--- config.mk ---
export PLATFORM = sky130hd
export DESIGN_NAME = uart_mem_cmd_flat
export DESIGN_NICKNAME = d
export VERILOG_FILES = /design/src/rtl/uart_mem_cmd_if.sv /design/src/rtl/uart_mem_cmd.sv /design/src/flat_wrapper.sv
export SDC_FILE = /design/constraint.sdc
export NUM_CORES = 1
export LEC_CHECK = 0
export CORE_ASPECT_RATIO = 0.9
export CORE_MARGIN = 4
export CORE_UTILIZATION = 45
export CTS_CLUSTER_SIZE = 25
export DETAILED_ROUTE_END_ITERATION = 16
export PLACE_DENSITY_LB_ADDON = 0.15
export RECOVER_POWER = 25
export SYNTH_ARGS = -nofsm -noshare
export SYNTH_HDL_FRONTEND = slang
export SYNTH_SLANG_ARGS = --single-unit
--- constraint.sdc ---
create_clock -name clk -period 5.1 [get_ports clk]
set_clock_uncertainty 0.15 [all_clocks]
set_input_delay 0.765 -clock clk [delete_from_list [all_inputs] [get_ports clk]]
set_output_delay 0.765 -clock clk [all_outputs]
set_load 0.02 [all_outputs]
--- src/rtl/uart_mem_cmd_if.sv ---
// UART byte stream and memory port bundle used by the command sequencer.
// master: the sequencer; slave: the UART/memory environment side.
interface uart_mem_cmd_if;
  logic       rx_valid;
  logic [7:0] rx_byte;
  logic       tx_busy;
  logic       tx_start;
  logic [7:0] tx_byte;
  logic       mem_read;
  logic       mem_write;
  logic [7:0] mem_addr;
  logic [7:0] mem_write_byte;
  logic [7:0] mem_read_byte;

  modport master (
    input  rx_valid,
    input  rx_byte,
    input  tx_busy,
    input  mem_read_byte,
    output tx_start,
    output tx_byte,
    output mem_read,
    output mem_write,
    output mem_addr,
    output mem_write_byte
  );

  modport slave (
    output rx_valid,
    output rx_byte,
    output tx_busy,
    output mem_read_byte,
    input  tx_start,
    input  tx_byte,
    input  mem_read,
    input  mem_write,
    input  mem_addr,
    input  mem_write_byte
  );
endinterface

--- src/rtl/uart_mem_cmd.sv ---
// Command sequencer: parses CMD/ADDR/LEN[/data] frames from the UART receiver,
// performs byte-wise memory reads/writes and returns read data or a write ack.
module uart_mem_cmd #(
  parameter logic [7:0] ACK_BYTE = 8'h02
) (
  input  logic           clk,
  input  logic           rst_n,
  uart_mem_cmd_if.master bus,
  output logic           o_busy,
  output logic           o_err
);

  localparam logic [7:0] CmdRead  = 8'h01;
  localparam logic [7:0] CmdWrite = 8'h02;

  typedef enum logic [3:0] {
    StIdle,
    StGetAddr,
    StGetLen,
    StGetData,
    StWr,
    StRdReq,
    StRdCap,
    StSend,
    StTxHold,
    StTxWait
  } state_e;

  state_e     r_state,     w_state_next;
  logic       r_is_write,  w_is_write_next;
  logic [8:0] r_count,     w_count_next;
  logic [7:0] r_addr,      w_addr_next;
  logic [7:0] r_wdata,     w_wdata_next;
  logic [7:0] r_tx_byte,   w_tx_byte_next;
  logic       r_err,       w_err_next;
  logic       r_tx_start;
  logic       r_mem_read;
  logic       r_mem_write;
  logic       r_busy;
  logic       w_rx_accepting;

  assign w_rx_accepting = (r_state == StIdle)   || (r_state == StGetAddr) ||
                          (r_state == StGetLen) || (r_state == StGetData);

  always_comb begin
    w_state_next    = r_state;
    w_is_write_next = r_is_write;
    w_count_next    = r_count;
    w_addr_next     = r_addr;
    w_wdata_next    = r_wdata;
    w_tx_byte_next  = r_tx_byte;
    w_err_next      = 1'b0;

    unique case (r_state)
      StIdle: begin
        if (bus.rx_valid) begin
          if ((bus.rx_byte == CmdRead) || (bus.rx_byte == CmdWrite)) begin
            w_is_write_next = (bus.rx_byte == CmdWrite);
            w_state_next    = StGetAddr;
          end else begin
            w_err_next = 1'b1;
          end
        end
      end
      StGetAddr: begin
        if (bus.rx_valid) begin
          w_addr_next  = bus.rx_byte;
          w_state_next = StGetLen;
        end
      end
      StGetLen: begin
        if (bus.rx_valid) begin
          // LEN of zero encodes a full 256-byte burst
          w_count_next = (bus.rx_byte == 8'h00) ? 9'd256 : {1'b0, bus.rx_byte};
          w_state_next = r_is_write ? StGetData : StRdReq;
        end
      end
      StGetData: begin
        if (bus.rx_valid) begin
          w_wdata_next = bus.rx_byte;
          w_state_next = StWr;
        end
      end
      StWr: begin
        w_addr_next  = r_addr + 8'd1;
        w_count_next = r_count - 9'd1;
        if (r_count == 9'd1) begin
          w_tx_byte_next = ACK_BYTE;
          w_state_next   = StSend;
        end else begin
          w_state_next = StGetData;
        end
      end
      StRdReq: w_state_next = StRdCap;
      StRdCap: begin
        w_tx_byte_next = bus.mem_read_byte;
        w_state_next   = StSend;
      end
      StSend:   w_state_next = StTxHold;
      // tx_busy may still be low here, so the hold state skips one sample
      StTxHold: w_state_next = StTxWait;
      StTxWait: begin
        if (!bus.tx_busy) begin
          if (r_is_write) begin
            w_state_next = StIdle;
          end else begin
            w_addr_next  = r_addr + 8'd1;
            w_count_next = r_count - 9'd1;
            w_state_next = (r_count == 9'd1) ? StIdle : StRdReq;
          end
        end
      end
      default: w_state_next = StIdle;
    endcase

    if (bus.rx_valid && !w_rx_accepting) begin
      w_err_next = 1'b1;
    end
  end

  always_ff @(posedge clk or negedge rst_n) begin
    if (!rst_n) begin
      r_state     <= StIdle;
      r_is_write  <= 1'b0;
      r_count     <= 9'd0;
      r_addr      <= 8'd0;
      r_wdata     <= 8'd0;
      r_tx_byte   <= 8'd0;
      r_err       <= 1'b0;
      r_tx_start  <= 1'b0;
      r_mem_read  <= 1'b0;
      r_mem_write <= 1'b0;
      r_busy      <= 1'b0;
    end else begin
      r_state     <= w_state_next;
      r_is_write  <= w_is_write_next;
      r_count     <= w_count_next;
      r_addr      <= w_addr_next;
      r_wdata     <= w_wdata_next;
      r_tx_byte   <= w_tx_byte_next;
      r_err       <= w_err_next;
      // strobes are registered from the next state so they coincide with it
      r_tx_start  <= (w_state_next == StSend);
      r_mem_read  <= (w_state_next == StRdReq);
      r_mem_write <= (w_state_next == StWr);
      r_busy      <= (w_state_next != StIdle);
    end
  end

  assign bus.tx_start       = r_tx_start;
  assign bus.tx_byte        = r_tx_byte;
  assign bus.mem_read       = r_mem_read;
  assign bus.mem_write      = r_mem_write;
  assign bus.mem_addr       = r_addr;
  assign bus.mem_write_byte = r_wdata;
  assign o_busy             = r_busy;
  assign o_err              = r_err;

  a_no_rw_overlap : assert property (@(posedge clk) disable iff (!rst_n)
    !(r_mem_read && r_mem_write));
  a_strobe_state : assert property (@(posedge clk) disable iff (!rst_n)
    (r_mem_read -> (r_state == StRdReq)) && (r_mem_write -> (r_state == StWr)));

endmodule

--- src/flat_wrapper.sv ---
// flat-port wrapper written by rule: the top's interface ports become plain ports
module uart_mem_cmd_flat 
#(
  parameter logic [7:0] ACK_BYTE = 8'h02
)
  (clk, rst_n, o_busy, o_err, bus_rx_valid, bus_rx_byte, bus_tx_busy, bus_mem_read_byte, bus_tx_start, bus_tx_byte, bus_mem_read, bus_mem_write, bus_mem_addr, bus_mem_write_byte);
  uart_mem_cmd_if bus_i ();
  input  logic clk;
  input  logic rst_n;
  output logic o_busy;
  output logic o_err;
  input wire logic [$bits(bus_i.rx_valid)-1:0] bus_rx_valid;
  input wire logic [$bits(bus_i.rx_byte)-1:0] bus_rx_byte;
  input wire logic [$bits(bus_i.tx_busy)-1:0] bus_tx_busy;
  input wire logic [$bits(bus_i.mem_read_byte)-1:0] bus_mem_read_byte;
  output wire logic [$bits(bus_i.tx_start)-1:0] bus_tx_start;
  output wire logic [$bits(bus_i.tx_byte)-1:0] bus_tx_byte;
  output wire logic [$bits(bus_i.mem_read)-1:0] bus_mem_read;
  output wire logic [$bits(bus_i.mem_write)-1:0] bus_mem_write;
  output wire logic [$bits(bus_i.mem_addr)-1:0] bus_mem_addr;
  output wire logic [$bits(bus_i.mem_write_byte)-1:0] bus_mem_write_byte;
  assign bus_i.rx_valid = bus_rx_valid;
  assign bus_i.rx_byte = bus_rx_byte;
  assign bus_i.tx_busy = bus_tx_busy;
  assign bus_i.mem_read_byte = bus_mem_read_byte;
  assign bus_tx_start = bus_i.tx_start;
  assign bus_tx_byte = bus_i.tx_byte;
  assign bus_mem_read = bus_i.mem_read;
  assign bus_mem_write = bus_i.mem_write;
  assign bus_mem_addr = bus_i.mem_addr;
  assign bus_mem_write_byte = bus_i.mem_write_byte;
  uart_mem_cmd #(.ACK_BYTE(ACK_BYTE)) u_core (.clk(clk), .rst_n(rst_n), .bus(bus_i), .o_busy(o_busy), .o_err(o_err));
endmodule
==> results.toml <==
[critical_path]
crit_required_ps = 5140
worst_r2r_startpoint = "u_core.r_state[2]$_DFF_PN0_"
critical_path.startpoint_type = "input pin"
path_max_fanout = 16
worstSetupPathType = "input pin to register"
worst_ep_arrival_time_ps = 3030
cp-startpoint = "bus_rx_valid"
crit_path_end_kind = "register"

[drt]
initialDrtViolationCount = 130
totalWireLength_um = 5880
route.vias.total = 2031
post_drt_wl_per_cell_um = 16.5
dr.pass1.iters = 4
detail-route-antenna-nets = 0
remaining_drc_errors = 0
avgViaCountPerCell = 5.71

[timing]
worst_slew_margin_rel = -0.557
max_transition_viols_final = 44
timing_worst_slew_pin_value_ps = 2340
final_setup_violation_count = 0
finalHoldViolCount = 0
post-route-period-util = 0.586
period_minus_slack_ps = 2990
tns_ps = 0
hold_slack_ps = 367
fmaxAchievable_ghz = 0.334
final_critical_path_setup_slack_ps = 2110
grt_setup_unrepaired = "no"

[clock_network]
clock_root_buffer = "sky130_fd_sc_hd__clkbuf_8"
cts_max_level = 2
cts_setup_buffers = 0
maximum_clock_path_buffer_count = 2
cts.sinks = 43
cts-hold-fix-buffers = 0
post_cts_resize_count = 0
cts_tree = "yes"
clock_insertion_delay_worst_skew_ps = 300
cts.clk_slew.worst_paths_ps = 90
cts_buffers = 5

[synth]
synthesis.area_per_instance_um2 = 9.72
synth_sequential_area_ratio = 0.450
area_share_of_the_largest_cell_type_after_synthesis = 0.450
syn_inst = 246
dominantRegCellSynth = "sky130_fd_sc_hd__dfrtp_1"
post_syn_area_um2 = 2390
top_post_synthesis_cells_by_count = "sky130_fd_sc_hd__dfrtp_1 (43), sky130_fd_sc_hd__o21ai_0 (24), sky130_fd_sc_hd__nand2_1 (22)"
netlist-cell-type-count = 50
synth-adder-area-share = 0.0157
share_of_cell_area_taken_by_muxes_after_synthesis = 0.0602
synth_compound_area_frac = 0.230
yosys_warnings = 0
synth_enable_flop_cells = 0
synth_most_common_cell = "sky130_fd_sc_hd__dfrtp_1"
synth.top_cells.by_area = "sky130_fd_sc_hd__dfrtp_1 (45%), sky130_fd_sc_hd__mux2_2 (5.2%), sky130_fd_sc_hd__o21ai_0 (5.0%)"
asyncSetResetFlopFracSynth = 1.00
ys_ff_latch = 43
synthesized_nets = 269
post_synth_xor_area_fraction = 0.00366
synthSimpleGateAreaFrac = 0.181
netlist.top_cell.by_area = "sky130_fd_sc_hd__dfrtp_1"
synth_top_family_by_area = "compound AO/OA/AOI/OAI gates"

[final_layout]
areaGrowthSynthToFinish_pct = 24.9
drive_above_1_share = 0.120
final_net_count = 313
n_antenna_cell = 0
finish.instance_area_um2 = 2990

[outcome]
result_of_the_run = "finished, violations left"
failed_checks = "capacitance limit, slew limit"

[placement]
dpl-instance-area_um2 = 2870
detailedPlacementHpwl_um = 4120
pre_cts_slack_ps = 1810
portBuffers = 48
gp_congestion = 0.859

[floorplan]
initial_core_util = 0.480
die_x_um = 84.8
die_area_um2 = 6550
num_io_pins = 49
placementRows = 24
fp.coreArea_um2 = 4980
die-height_um = 77.2

[min_path]
worstHoldStart = "u_core.bus.mem_write_byte[7]$_DFFE_PN0P_"
hold_path_class = "register to register"

[global_routing]
global_route_congestion_overflow_total = 0
number_of_global_route_vias_before_repair = 1986
antenna_found_initial = 0
grt_start_max_net_pins = 44
overall_global_routing_resource_usage = 0.189
global_route_wire_length_before_repair_um = 9970

[power_and_ir_drop]
power.leakage_nw = 1.22
power_per_cell_area_nw_per_um2 = 633
vdd.ir_drop.worst_mv = 0.357

[flow_run]
number_of_max_cap_violations = 1
==> per-stage QoR <==
stage | std cells | util | power, mW
after detailed placement | 348 | 0.576 | 1.62
after floorplan | 246 | - | 1.29
after global routing | 356 | 0.599 | 2.04
after global placement | 348 | 0.576 | 1.60
final | 356 | 0.599 | 1.89
after CTS | 356 | 0.599 | 1.90
==> sequential cells by signal, summed over array words and instances (netlist names), 4 cells and up <==
name and cells:
u_core.r_count 9, u_core.bus.tx_byte 8, u_core.bus.mem_addr 8, u_core.bus.mem_write_byte 8, u_core.r_state 4
==> layout by cell type (no fill, tap or decap), types with 2 or more instances in the layout <==
cell type,netlist,final
sky130_fd_sc_hd__clkdlybuf4s50_1,0,47
sky130_fd_sc_hd__o2bb2ai_1,2,2
sky130_fd_sc_hd__nor2_1,12,12
sky130_fd_sc_hd__o41ai_1,2,2
sky130_fd_sc_hd__or4_4,2,2
sky130_fd_sc_hd__nand2_1,22,22
sky130_fd_sc_hd__mux2i_1,2,2
sky130_fd_sc_hd__or3_1,2,2
sky130_fd_sc_hd__o21ai_0,24,24
sky130_fd_sc_hd__or4_1,3,3
sky130_fd_sc_hd__mux2_2,11,11
sky130_fd_sc_hd__a21oi_2,2,2
sky130_fd_sc_hd__a21o_1,2,2
sky130_fd_sc_hd__ha_1,3,3
sky130_fd_sc_hd__a22oi_1,7,7
sky130_fd_sc_hd__dfrtp_1,43,43
sky130_fd_sc_hd__and2_1,2,2
sky130_fd_sc_hd__nand3_1,8,8
sky130_fd_sc_hd__or3b_4,2,2
sky130_fd_sc_hd__and2b_1,2,2
sky130_fd_sc_hd__inv_1,15,15
sky130_fd_sc_hd__a21oi_1,19,19
sky130_fd_sc_hd__nor4_1,2,2
sky130_fd_sc_hd__a22o_1,5,5
sky130_fd_sc_hd__o21a_1,3,3
sky130_fd_sc_hd__nor3_1,8,8
sky130_fd_sc_hd__nand2b_1,5,5
sky130_fd_sc_hd__clkbuf_8,0,5
sky130_fd_sc_hd__a31oi_1,2,2
sky130_fd_sc_hd__nor2b_1,2,2
sky130_fd_sc_hd__o22ai_1,3,3
==> report_power, final <==
group	switching [mW]	internal [mW]	leakage, nW
Combinational	0.498	0.449	0.664
Clock	0.127	0.149	0.0587
Sequential	0.174	0.492	0.499
Total	0.799	1.09	1.22
==> layout make-up <==
| type | count | area, µm² |
|---|---|---|
| clock buffers | 5 | 68.8 |
| clock inverters | 3 | 47.5 |
| fillers | 448 | 2000 |
| inverters | 15 | 56.3 |
| multi-input cells | 176 | 1170 |
| flip-flops and latches | 43 | 1080 |
| well taps | 65 | 81.3 |
| repair buffers | 49 | 482 |
==> critical path, stage by stage <==
cell,delay [ps]
sky130_fd_sc_hd__clkdlybuf4s50_1,630
sky130_fd_sc_hd__and2b_1,190
sky130_fd_sc_hd__mux2i_1,80
sky130_fd_sc_hd__o31ai_2,850
sky130_fd_sc_hd__o21ai_0,230
sky130_fd_sc_hd__a22o_1,280
==> layer usage <==
metal | track usage | routed length [µm] | vias up
met4 | 0.0570 | 86 | 0
li1 | - | - | 986
met1 | 0.268 | 2890 | 987
met2 | 0.273 | 2620 | 49
met5 | 0 | 0 | -
met3 | 0.0611 | 286 | 9
==> path summary, 6_finish.rpt <==
path | endpoint | slack, ps | depth (start not counted)
min reg2reg | u_core.bus.mem_write_byte[7]$_DFFE_PN0P_ | 370 | 1
max reg2reg | u_core.bus.mem_addr[0]$_DFFE_PN0P_ | 2520 | 4
max in group asynchronous | u_core.r_state[0]$_DFF_PN0_ | 2450 | 1
min | u_core.bus.mem_write_byte[7]$_DFFE_PN0P_ | 370 | 1
min in group asynchronous | u_core.r_count[7]$_DFFE_PN0P_ | 1010 | 1
max | u_core.r_count[7]$_DFFE_PN0P_ | 2110 | 6
==> cells by family after synthesis <==
family,count (synthesis)
XOR/XNOR,1
multiplexers,13
buffers and inverters,27
AND/OR/NAND/NOR,78
adder cells (fa/ha/maj),3
AO/OA/AOI/OAI,81
flip-flops,43
(Power assumes the default switching activity.)
